`src/rtl/se_fetch_pkg.sv`:
```
// Shared types and constants for the instruction-fetch stage.
// Holds the FSM state enum and the {pc, instr} fetch-queue entry.
package se_fetch_pkg;

  typedef enum logic [1:0] {
    IDLE,
    RUN,
    HALTED
  } fetch_state_e;

  typedef struct packed {
    logic [63:0] pc;
    logic [31:0] instr;
  } fq_entry_t;

  localparam int          INSTR_BYTES = 4;
  localparam logic [31:0] NOP_INSTR   = 32'h0000_0013;

endpackage

```
`src/rtl/se_fetch_if.sv`:
```
// Valid/ready bundle carrying a fetch-queue entry toward decode.
// The producer (fetch) uses master; the consumer (decode) uses slave.
interface se_fetch_if;
  import se_fetch_pkg::*;

  logic      valid;
  logic      ready;
  fq_entry_t data;

  modport master (
    output valid,
    output data,
    input  ready
  );

  modport slave (
    input  valid,
    input  data,
    output ready
  );

endinterface

```
`src/rtl/se_fetch_queue.sv`:
```
// Small FIFO of fetch entries with flush and a registered head.
// The head register keeps the last popped entry visible when empty.
module se_fetch_queue
  import se_fetch_pkg::*;
#(
  parameter int DEPTH = 2
) (
  input  logic       clk_i,
  input  logic       rst_i,
  input  logic       push_i,
  input  fq_entry_t  wdata_i,
  input  logic       flush_i,
  output logic       full_o,
  se_fetch_if.master deq
);

  localparam int PW = $clog2(DEPTH);
  localparam int CW = PW + 1;

  fq_entry_t     mem_q [DEPTH];
  fq_entry_t     mem_d [DEPTH];
  logic [PW-1:0] rd_q, rd_d;
  logic [PW-1:0] wr_q, wr_d;
  logic [CW-1:0] cnt_q, cnt_d;
  fq_entry_t     head_q, head_d;
  logic          pop;

  assign deq.valid = (cnt_q != '0);
  assign deq.data  = head_q;
  assign full_o    = (cnt_q == CW'(DEPTH));
  assign pop       = deq.valid & deq.ready;

  always_comb begin
    mem_d  = mem_q;
    rd_d   = rd_q;
    wr_d   = wr_q;
    cnt_d  = cnt_q;
    head_d = head_q;
    if (flush_i) begin
      rd_d  = '0;
      wr_d  = '0;
      cnt_d = '0;
    end else begin
      if (push_i) begin
        mem_d[wr_q] = wdata_i;
        wr_d        = wr_q + PW'(1);
      end
      if (pop) begin
        rd_d = rd_q + PW'(1);
      end
      unique case ({push_i, pop})
        2'b10:   cnt_d = cnt_q + CW'(1);
        2'b01:   cnt_d = cnt_q - CW'(1);
        default: cnt_d = cnt_q;
      endcase
      // mem_d already holds this cycle's write, covering push into empty
      if (cnt_d != '0) begin
        head_d = mem_d[rd_d];
      end
    end
  end

  always_ff @(posedge clk_i or posedge rst_i) begin
    if (rst_i) begin
      mem_q  <= '{default: '0};
      rd_q   <= '0;
      wr_q   <= '0;
      cnt_q  <= '0;
      head_q <= '0;
    end else begin
      mem_q  <= mem_d;
      rd_q   <= rd_d;
      wr_q   <= wr_d;
      cnt_q  <= cnt_d;
      head_q <= head_d;
    end
  end

endmodule

```
`src/rtl/se_fetch_stage.sv`:
```
// Fetch stage: PC register, IDLE/RUN/HALTED FSM, redirect and queue control.
// Define SE_FETCH_MISALIGN_CHECK_EN to halt on a misaligned PC.
module se_fetch_stage
  import se_fetch_pkg::*;
#(
  parameter logic [63:0] RESET_PC = 64'h0,
  parameter int          FQ_DEPTH = 2
) (
  input  logic        clk_i,
  input  logic        rst_i,
  output logic [63:0] pc_o,
  input  logic [31:0] instr_i,
  input  logic        redirect_i,
  input  logic [63:0] redirect_pc_i,
  input  logic        halt_i,
  input  logic        resume_i,
  output logic        dec_valid_o,
  input  logic        dec_ready_i,
  output logic [31:0] dec_instr_o,
  output logic [63:0] dec_pc_o,
  output logic        halted_o,
  output logic        misalign_o
);

  fetch_state_e state_q, state_d;
  logic [63:0]  pc_q, pc_d;
  logic         run;
  logic         redir;
  logic         fault;
  logic         push;
  logic         full;
  fq_entry_t    wentry;

  se_fetch_if dq ();

  assign dq.ready    = dec_ready_i;
  assign dec_valid_o = dq.valid;
  assign dec_instr_o = dq.data.instr;
  assign dec_pc_o    = dq.data.pc;
  assign pc_o        = pc_q;
  assign halted_o    = (state_q == HALTED);

  assign run    = (state_q == RUN);
  assign redir  = redirect_i & (state_q != IDLE);
  assign wentry = '{pc: pc_q, instr: instr_i};

`ifdef SE_FETCH_MISALIGN_CHECK_EN
  logic misalign_q, misalign_d;

  assign fault      = run & ~redirect_i & (pc_q[1:0] != 2'b00);
  assign misalign_o = misalign_q;

  always_comb begin
    misalign_d = misalign_q;
    if (redir) begin
      misalign_d = 1'b0;
    end else if (fault) begin
      misalign_d = 1'b1;
    end
  end

  always_ff @(posedge clk_i or posedge rst_i) begin
    if (rst_i) begin
      misalign_q <= 1'b0;
    end else begin
      misalign_q <= misalign_d;
    end
  end
`else
  assign fault      = 1'b0;
  assign misalign_o = 1'b0;
`endif

  // a pop frees a slot, so a full queue still accepts in the same cycle
  assign push = run & ~redirect_i & ~halt_i & ~fault
              & (~full | (dq.valid & dec_ready_i));

  always_comb begin
    state_d = state_q;
    unique case (state_q)
      IDLE:    state_d = RUN;
      RUN:     if (halt_i | fault) state_d = HALTED;
      HALTED:  if (resume_i & ~halt_i) state_d = RUN;
      default: state_d = IDLE;
    endcase
  end

  always_comb begin
    pc_d = pc_q;
    if (redir) begin
      pc_d = redirect_pc_i;
    end else if (push) begin
      pc_d = pc_q + 64'(INSTR_BYTES);
    end
  end

  always_ff @(posedge clk_i or posedge rst_i) begin
    if (rst_i) begin
      state_q <= IDLE;
      pc_q    <= RESET_PC;
    end else begin
      state_q <= state_d;
      pc_q    <= pc_d;
    end
  end

  se_fetch_queue #(
    .DEPTH (FQ_DEPTH)
  ) u_fq (
    .clk_i   (clk_i),
    .rst_i   (rst_i),
    .push_i  (push),
    .wdata_i (wentry),
    .flush_i (redir),
    .full_o  (full),
    .deq     (dq.master)
  );

endmodule
```
`config.mk`:
```
export PLATFORM = sky130hd
export DESIGN_NAME = se_fetch_stage
export DESIGN_NICKNAME = d
export VERILOG_FILES = /design/src/rtl/se_fetch_pkg.sv /design/src/rtl/se_fetch_if.sv /design/src/rtl/se_fetch_queue.sv /design/src/rtl/se_fetch_stage.sv
export SDC_FILE = /design/constraint.sdc
export NUM_CORES = 1
export LEC_CHECK = 0
export CORE_UTILIZATION = 33
export DETAILED_ROUTE_END_ITERATION = 6
export PLACE_DENSITY = 0.66
export REMOVE_ABC_BUFFERS = 1
export SLEW_MARGIN = 10
export SYNTH_ARGS = -nofsm -noshare
export SYNTH_HDL_FRONTEND = slang
export SYNTH_SLANG_ARGS = --single-unit
```
`constraint.sdc`:
```
create_clock -name clk_i -period 15.9 [get_ports clk_i]
set_clock_uncertainty 0.15 [all_clocks]
set_input_delay 3.18 -clock clk_i [delete_from_list [all_inputs] [get_ports clk_i]]
set_output_delay 3.18 -clock clk_i [all_outputs]
set_load 0.02 [all_outputs]
```
==> impl_metrics.py, run 1 <==
metrics = {
    "clocking": {
        "cts_inserted_buffers": 40,
        "ctsResizeCount": 0,
        "clockBufferDepth": 3,
        "clk_latency_ps": 560,
        "hold_buffers": 0,
        "cts_tree": "built",
        "post-cts-setup-buffers": 0,
        "root_buffer": "clkbuf_16",
        "clkTransAtPathRegs_ps": 60,
        "cts_sinks": 358,
        "cts_max_level": 2,
    },
    "detailed_routing": {
        "drc_errors": 0,
        "ant_nets": 0,
        "wl_um": 44000,
        "vias": 11500,
        "drt_first_pass_iters": 5,
        "wire_per_inst_um": 19.4,
        "drtIter0Drc": 776,
        "viasPerCell": 5.05,
    },
    "job": {
        "max-cap-violations": 0,
    },
    "run_status": {
        "status": "finished, final reports clean",
    },
    "synth": {
        "synth_most_common_cell": "dfrtp_1",
        "ys_async_sr_fraction": 1.00,
        "synth_area_per_cell_sq_um": 10.9,
        "synthCells": 1401,
        "synth_area_leaders": "dfrtp_1, mux2i_1, o221ai_1",
        "synth_edf_count": 0,
        "ys_ff_latch": 358,
        "netlist_area_sq_mm": 0.0153,
        "ys_warn_count": 0,
        "yosysTopAreaCell": "dfrtp_1",
        "ys_seq_area_frac": 0.585,
        "synth_top_area_frac": 0.585,
        "synth_ff_type": "dfrtp_1",
        "yosys.cell_types.count": 50,
        "synthTopCellsByCount": "dfrtp_1, inv_1, mux2i_1",
    },
    "pwr": {
        "leakagePower_nw": 9.62,
        "irDropWorstVdd_uv": 98.5,
        "power_w": 0.00421,
        "p_per_area_mw_per_mm2": 212,
    },
    "place": {
        "hpwl_um": 28700,
        "place.gp.congestion": 0.789,
        "port_buffers": 263,
        "place_inst": 2202,
    },
    "critical_path": {
        "critPathLaunchType": "input pin",
        "startpoint": "redirect_i",
        "slowest_stage": "buf_4",
        "path_class": "input pin to flip-flop",
        "rr_worst_depth": 12,
        "slowest_delay_ps": 680,
        "critical_path.cell_chain": "clkdlybuf4s50_1 -> or4b_4 -> nor2_4 -> inv_2 -> ha_1 -> nor2b_1 -> a21oi_1 -> o21ai_4 -> buf_4 -> buf_4 -> nand2b_4 -> buf_4 -> o221ai_1",
        "cp.arrival_ps": 8170,
        "r2r_start": "u_fq.cnt_q[1]$_DFF_PP0_",
        "cp_max_fo": 60,
        "crit_path_end_kind": "flip-flop",
        "crit_top_cell": "buf_4",
        "crit_required_ps": 16120,
    },
    "layout": {
        "multiInputGateArea_sq_mm": 0.00533,
        "nNetsFinal": 1748,
        "final-seq-area_sq_mm": 0.00896,
        "antenna_cells": 0,
        "synthToLayoutAreaGrowth_pct": 29.8,
        "nFillCells": 4222,
        "drive_above_1_share": 0.0581,
        "fin_cells": 2270,
    },
    "floorplan": {
        "num_rows": 78,
        "dieArea_sq_mm": 0.0473,
        "start_util": 0.336,
        "dieWidth_um": 217,
        "die_h_um": 217,
        "core_sq_mm": 0.0456,
        "ioPinCount": 265,
    },
    "min_path": {
        "hp-start": "u_fq.mem_q[98]$_DFFE_PP0N_",
        "hold_depth": 2,
        "min_path_type": "flip-flop to flip-flop",
    },
    "global_routing": {
        "antenna_found_initial": 0,
        "grt_usage": 0.188,
        "grt_pass1_wl_um": 68600,
        "grt_max_degree": 80,
        "grt.overflow.total": 0,
        "grt_pass1_vias": 11800,
    },
    "sta": {
        "fmax_mhz": 126,
        "rsz0062_at_grt": "no",
        "fin_setup_tns_ps": 0,
        "finalCritPeriodShare": 0.500,
        "slew_headroom": 0.243,
        "setup_viol": 0,
        "finalCriticalPeriod_ps": 7950,
        "worst_pin_slew_ps": 1140,
        "finalHoldViolations": 0,
        "drv_slew": 0,
    },
}
## state kept, by name, indices dropped and copies added (netlist names)
| signal | count |
|---|---|
| pc_o | 64 |
| state_q | 2 |
| u_fq.cnt_q | 2 |
| u_fq.deq.data | 96 |
| u_fq.mem_q | 192 |
| u_fq.rd_q | 1 |
| u_fq.wr_q | 1 |
## where the power goes
| group | internal (W) | switching (W) |
|---|---|---|
| combinational | 0.000682 | 0.000932 |
| clock | 0.000551 | 0.000378 |
| sequential | 0.00133 | 0.000332 |
| total | 0.00257 | 0.00164 |
## worst max-delay path, delay by kind of cell
kind,cells,cell delay [ps]
AOI/OAI and AO/OA,3,520
and+or+nand+nor,4,1610
buffers and inverters,5,2440
adders and majority gates,1,350
## cells in the final DEF (no fill, tap or decap), types with 10 or more instances in the layout
cell and n:
clkbuf_16 40, o21ai_0 40, nand3_1 32, or4_1 17, dfrtp_1 358, o221ai_1 96, xnor2_1 10, a31oi_1 33
clkdlybuf4s50_1 263, nor2_1 45, buf_4 18, o31ai_1 14, mux2i_1 192, inv_1 203, nand4_1 22, xor2_1 18
nand2_1 158, or3_1 18
## layout make-up
class                   instances  area share
inverters                     205      0.0391
multi-input cells             758       0.268
clock buffers                  51      0.0549
flip-flops and latches        358       0.451
clock inverters                17      0.0105
well taps                     600      0.0378
repair buffers                281       0.139
## per-stage QoR
stage                util  instance area, sq um  worst slack, ps  hold slack [ps]
floorplan               -                 15000             2640              296
global placement    0.408                 18600             7390              308
detailed placement  0.408                 18600             7350              314
CTS                 0.436                 19900             7920              328
global route        0.436                 19900             7590              347
finish              0.436                 19900             7950              326
## path summary, 6_finish.rpt
| path | endpoint | slack, ps |
|---|---|---|
| min in group asynchronous | u_fq.deq.data[6]$_DFFE_PP0P_ | 2910 |
| min | u_fq.mem_q[98]$_DFFE_PP0N_ | 330 |
| max reg2reg | u_fq.deq.data[44]$_DFFE_PP0P_ | 10580 |
| min reg2reg | u_fq.mem_q[98]$_DFFE_PP0N_ | 330 |
| max in group asynchronous | u_fq.mem_q[121]$_DFFE_PP0N_ | 10550 |
| max | u_fq.deq.data[44]$_DFFE_PP0P_ | 7950 |
## cell families (layout without fill, tap and decap cells)
| group | count (synthesis) | after routing | share of synthesized area |
|---|---|---|---|
| multiplexers | 193 | 193 | 0.126 |
| adder cells (fa/ha/maj) | 2 | 2 | 0.00163 |
| buffers and inverters | 285 | 554 | 0.0710 |
| AO/OA/AOI/OAI | 201 | 201 | 0.0970 |
| flip-flops | 358 | 358 | 0.585 |
| other | 1 | 1 | 0.000245 |
| AND/OR/NAND/NOR | 333 | 333 | 0.103 |
| XOR/XNOR | 28 | 28 | 0.0160 |
## routing by layer
layer  track usage  up-vias  share of wire
met1         0.260     5753           0.46
met4        0.0577        0          0.027
met2         0.295      324           0.46
met5             0        -              0
li1              -     5308              -
met3        0.0400       78          0.056
Power figures use the tool's default switching activity.
==> run 2, diff against run 1 <==
Clock period 15.9 ns to 7.73 ns, I/O delays scaled along.
==> impl_metrics.py, run 2 (same netlist as run 1, synthesis figures left out) <==
metrics = {
    "detailed_routing": {
        "wl_met2_um": 20500,
        "drc_errors": 0,
        "wl_met1_um": 20100,
        "vias": 11600,
        "met3_length_um": 2690,
        "viasPerCell": 5.11,
        "drtIter0Drc": 796,
        "maxUsedRoutingLayer": "met5",
        "wl_um": 44200,
        "drt_first_pass_iters": 7,
        "wire_per_inst_um": 19.4,
        "ant_nets": 0,
    },
    "pwr": {
        "swShare": 0.389,
        "p_per_area_mw_per_mm2": 434,
        "clockPowerShare": 0.220,
        "irDropWorstVdd_uv": 233,
        "power_frac_comb": 0.385,
        "p_int_w": 0.00528,
        "p_seq_frac": 0.395,
        "power.switching_w": 0.00337,
        "leakagePower_nw": 9.63,
    },
    "layout": {
        "fin_cells": 2277,
        "nFillCells": 4229,
        "largest_reg_flops": 192,
        "final_common_cell": "dfrtp_1",
        "mostFrequentLayoutCells": "dfrtp_1, clkdlybuf4s50_1, inv_1, mux2i_1, nand2_1",
        "regMostFlops": "u_fq.mem_q",
        "synthToLayoutAreaGrowth_pct": 30.1,
        "drive_above_1_share": 0.0585,
        "nNetsFinal": 1752,
    },
    "clocking": {
        "cts_max_level": 2,
        "clockBufferDepth": 3,
        "hold_buffers": 0,
        "ctsResizeCount": 0,
        "cts_sinks": 358,
        "post-cts-setup-buffers": 0,
        "cts_inserted_buffers": 41,
        "clk_latency_ps": 560,
        "root_buffer": "clkbuf_16",
        "cts_tree": "built",
        "clkTransAtPathRegs_ps": 50,
    },
    "sta": {
        "worst_pin_slew_ps": 1040,
        "drv_slew": 0,
        "finalCriticalPeriod_ps": 5160,
        "finalHoldViolations": 0,
        "fin_setup_tns_ps": 0,
        "finalCritPeriodShare": 0.667,
        "slew_headroom": 0.298,
        "fin_ws_ps": 2570,
        "fmax_mhz": 194,
        "setup_viol": 0,
        "rsz0062_at_grt": "no",
        "fin_hold_ws_ps": 327,
    },
    "floorplan": {
        "num_rows": 78,
        "die_h_um": 217,
        "start_util": 0.336,
        "ioPinCount": 265,
        "dieWidth_um": 217,
        "core_sq_mm": 0.0456,
        "dieArea_sq_mm": 0.0473,
    },
    "critical_path": {
        "cp_max_fo": 44,
        "critPathLaunchType": "input pin",
        "crit_required_ps": 7960,
        "crit_path_end_kind": "flip-flop",
        "cp.arrival_ps": 5390,
        "path_class": "input pin to flip-flop",
    },
    "job": {
        "max-cap-violations": 0,
    },
    "place": {
        "place_inst": 2205,
        "port_buffers": 263,
        "place.gp.congestion": 0.769,
        "place_ws_ps": 2010,
        "hpwl_um": 28700,
    },
    "global_routing": {
        "antenna_found_initial": 3,
        "grt_max_degree": 134,
        "grt.overflow.total": 0,
        "grt_pass1_vias": 11900,
        "grt_usage": 0.187,
        "grt_pass1_wl_um": 68600,
    },
    "min_path": {
        "min_path_type": "flip-flop to flip-flop",
    },
    "run_status": {
        "status": "finished, final reports clean",
    },
}
run 2: changes by cell type in the layout (fill, tap and decap cells not counted):
cell        delta
bufinv_16      -1
diode_2        +3
clkinv_2       -4
clkinv_8       -1
buf_4          +2
buf_12         +1
clkbuf_8       +1
clkinvlp_4     +1
inv_6          +1
clkbuf_16      +1
clkbuf_1       +3
run 2: worst paths after layout:
| path | startpoint | to | slack (ps) | cells after the start |
|---|---|---|---|---|
| worst min-delay path | u_fq.mem_q[132]$_DFFE_PP0N_ | u_fq.mem_q[132]$_DFFE_PP0N_ | 330 | 2 |
| min in group asynchronous | rst_i | u_fq.deq.data[13]$_DFFE_PP0P_ | 1360 | 2 |
| worst max-delay path | redirect_i | u_fq.deq.data[35]$_DFFE_PP0P_ | 2570 | 11 |
| worst min register to register | u_fq.mem_q[132]$_DFFE_PP0N_ | u_fq.mem_q[132]$_DFFE_PP0N_ | 330 | 2 |
| worst max register to register | u_fq.cnt_q[1]$_DFF_PP0_ | u_fq.deq.data[35]$_DFFE_PP0P_ | 3520 | 10 |
| max in group asynchronous | rst_i | u_fq.mem_q[24]$_DFFE_PP0N_ | 4520 | 3 |
run 2: area by class of cell:
cell class / count / area (sq um) / area share
Multi-Input combinational cell: 758 / 5330 / 0.267
Tap cell: 600 / 751 / 0.0377
Clock buffer: 56 / 1140 / 0.0573
Antenna cell: 3 / 7.51 / 0.000377
Inverter: 205 / 777 / 0.0390
Sequential cell: 358 / 8960 / 0.450
Clock inverter: 13 / 159 / 0.00797
Timing Repair Buffer: 284 / 2800 / 0.141
run 2: metal layers:
metal	vias up	global-route usage
met5	-	0
met4	2	0.0563
met3	69	0.0397
met2	352	0.296
met1	5868	0.257
li1	5342	-
run 2: worst max-delay path, stage by stage:
cell             delay, ps
clkdlybuf4s50_1        480
or4b_4                 610
nor2_4                 140
inv_2                  140
ha_1                   350
nor2b_1                200
a21oi_1                130
o21ai_4                300
or2_4                  580
buf_4                  630
o221ai_1               210
run 2: power groups by stage:
stage | sequential [W] | clock (W) | combinational (W)
after floorplan | 0.00367 | 0 | 0.00162
after global placement | 0.00342 | 0 | 0.00326
after detailed placement | 0.00344 | 0 | 0.00336
after CTS | 0.00342 | 0.00197 | 0.00337
after global routing | 0.00353 | 0.00203 | 0.00365
final | 0.00342 | 0.00191 | 0.00333
run 2: stage by stage:
stage / power, W / util / cell area, sq um
after CTS: 0.00876 / 0.437 / 19900
after floorplan: 0.00529 / - / 15000
after detailed placement: 0.00680 / 0.408 / 18600
final: 0.00865 / 0.437 / 19900
after global placement: 0.00668 / 0.408 / 18600
after global routing: 0.00921 / 0.437 / 19900
==> run 3, diff against run 2 <==
Settings changed: PLACE_DENSITY 0.66 to 0.68.
Clock period 7.73 ns to 4.5 ns, I/O delays scaled along.
==> impl_metrics.py, run 3 (same netlist as run 1, synthesis figures left out) <==
metrics = {
    "sta": {
        "finalHoldViolations": 0,
        "worst_pin_slew_ps": 1080,
        "finalCritPeriodShare": 0.811,
        "rsz0062_at_grt": "no",
        "drv_slew": 0,
        "fmax_mhz": 274,
        "finalCriticalPeriod_ps": 3650,
        "fin_hold_ws_ps": 326,
        "slew_headroom": 0.273,
        "setup_viol": 0,
    },
    "critical_path": {
        "crit_required_ps": 4760,
        "cp_max_fo": 30,
        "critical_path.cell_chain": "clkdlybuf4s50_1 -> or4b_4 -> nor2_4 -> inv_2 -> ha_1 -> nor2b_1 -> a21oi_1 -> o21ai_4 -> or2_4 -> buf_12 -> o221ai_1",
        "slowest_delay_ps": 620,
        "critPathLaunchType": "input pin",
        "path_class": "input pin to flip-flop",
        "slowest_stage": "or4b_4",
        "rr_worst_depth": 10,
        "crit_path_end_kind": "flip-flop",
        "cp.arrival_ps": 3900,
    },
    "clocking": {
        "cts_max_level": 2,
        "ctsResizeCount": 0,
        "hold_buffers": 0,
        "post-cts-setup-buffers": 0,
        "clockBufferDepth": 3,
        "cts_sinks": 358,
        "clk_latency_ps": 540,
        "cts_inserted_buffers": 40,
        "clkTransAtPathRegs_ps": 60,
        "cts_tree": "built",
        "root_buffer": "clkbuf_16",
    },
    "detailed_routing": {
        "wl_um": 43100,
        "viasPerCell": 4.99,
        "vias": 11400,
        "wire_per_inst_um": 18.9,
        "drc_errors": 0,
        "drtIter0Drc": 732,
        "ant_nets": 0,
        "drt_first_pass_iters": 5,
    },
    "floorplan": {
        "die_h_um": 217,
        "dieWidth_um": 217,
        "core_sq_mm": 0.0456,
        "ioPinCount": 265,
        "start_util": 0.336,
        "num_rows": 78,
        "dieArea_sq_mm": 0.0473,
    },
    "layout": {
        "synthToLayoutAreaGrowth_pct": 31.7,
        "design_area_sq_mm": 0.0202,
        "mostFrequentLayoutCells": "dfrtp_1, clkdlybuf4s50_1, inv_1, mux2i_1, nand2_1",
        "nNetsFinal": 1755,
        "fin_cells": 2283,
        "drive_above_1_share": 0.0625,
        "largest_reg_flops": 192,
        "final_common_cell": "dfrtp_1",
        "regMostFlops": "u_fq.mem_q",
    },
    "min_path": {
        "hold_depth": 2,
        "min_path_type": "flip-flop to flip-flop",
    },
    "global_routing": {
        "grt_max_degree": 101,
        "antenna_found_initial": 4,
        "grt_pass1_vias": 12000,
        "grt_pass1_wl_um": 68100,
        "grt.overflow.total": 0,
        "grt_usage": 0.185,
    },
    "job": {
        "max-cap-violations": 0,
    },
    "pwr": {
        "irDropWorstVdd_uv": 458,
        "leakagePower_nw": 9.75,
        "p_per_area_mw_per_mm2": 746,
    },
    "place": {
        "port_buffers": 263,
        "place.gp.congestion": 0.789,
        "dpl-instance-area_sq_mm": 0.0188,
        "place_inst": 2209,
        "hpwl_um": 28400,
    },
    "run_status": {
        "status": "finished, final reports clean",
    },
}
run 3: cell count changes in the layout (fill, tap and decap cells not counted), sizes merged:
| cell | delta |
|---|---|
| bufinv | +1 |
| clkinvlp | -2 |
| clkbuf | +1 |
| clkinv | +4 |
| inv | -1 |
| buf | +4 |
| diode | -1 |
run 3: stage by stage:
stage | setup slack [ps] | total power (W) | utilization | setup TNS [ps]
final | 852 | 0.0150 | 0.443 | 0
after global placement | 418 | 0.0115 | 0.413 | 0
after global routing | 750 | 0.0160 | 0.443 | 0
after detailed placement | 302 | 0.0118 | 0.413 | 0
after CTS | 895 | 0.0152 | 0.443 | 0
after floorplan | -6480 | 0.00909 | - | -3207930
run 3: worst max-delay path, delay by kind of cell:
kind                     cells  cell delay, ps
AND/OR/NAND/NOR              4            1390
buffers and inverters        3             790
AO/OA/AOI/OAI                3             480
adder cells (fa/ha/maj)      1             300
run 3: routing by layer:
metal | vias up | track usage | share of wire
li1 | 5329 | - | -
met5 | - | 0 | 0.00046
met4 | 4 | 0.0563 | 0.021
met1 | 5718 | 0.251 | 0.46
met2 | 283 | 0.296 | 0.47
met3 | 59 | 0.0365 | 0.054
run 3: final cells by class:
cell class,instances,area [sq um]
Tap cell,600,751
Fill cell,4293,25400
Timing Repair Buffer,288,3010
Multi-Input combinational cell,758,5330
Inverter,205,777
Clock inverter,15,193
Antenna cell,2,5.00
Clock buffer,57,1160
Sequential cell,358,8960
run 3: path summary, 6_finish.rpt:
check,start,endpoint,slack (ps)
max reg2reg,state_q[0]$_DFFE_PP0P_,u_fq.deq.data[8]$_DFFE_PP0P_,1270
max,redirect_i,u_fq.deq.data[8]$_DFFE_PP0P_,850
min in group asynchronous,rst_i,u_fq.mem_q[126]$_DFFE_PP0N_,750
min,u_fq.mem_q[152]$_DFFE_PP0N_,u_fq.mem_q[152]$_DFFE_PP0N_,330
min reg2reg,u_fq.mem_q[152]$_DFFE_PP0N_,u_fq.mem_q[152]$_DFFE_PP0N_,330
max in group asynchronous,rst_i,u_fq.mem_q[148]$_DFFE_PP0N_,2580
run 3: power breakdown:
part / internal [W] / leakage [nW] / switching, W
Combinational: 0.00253 / 4.68 / 0.00334
Clock: 0.00202 / 0.663 / 0.00133
Sequential: 0.00471 / 4.41 / 0.00110
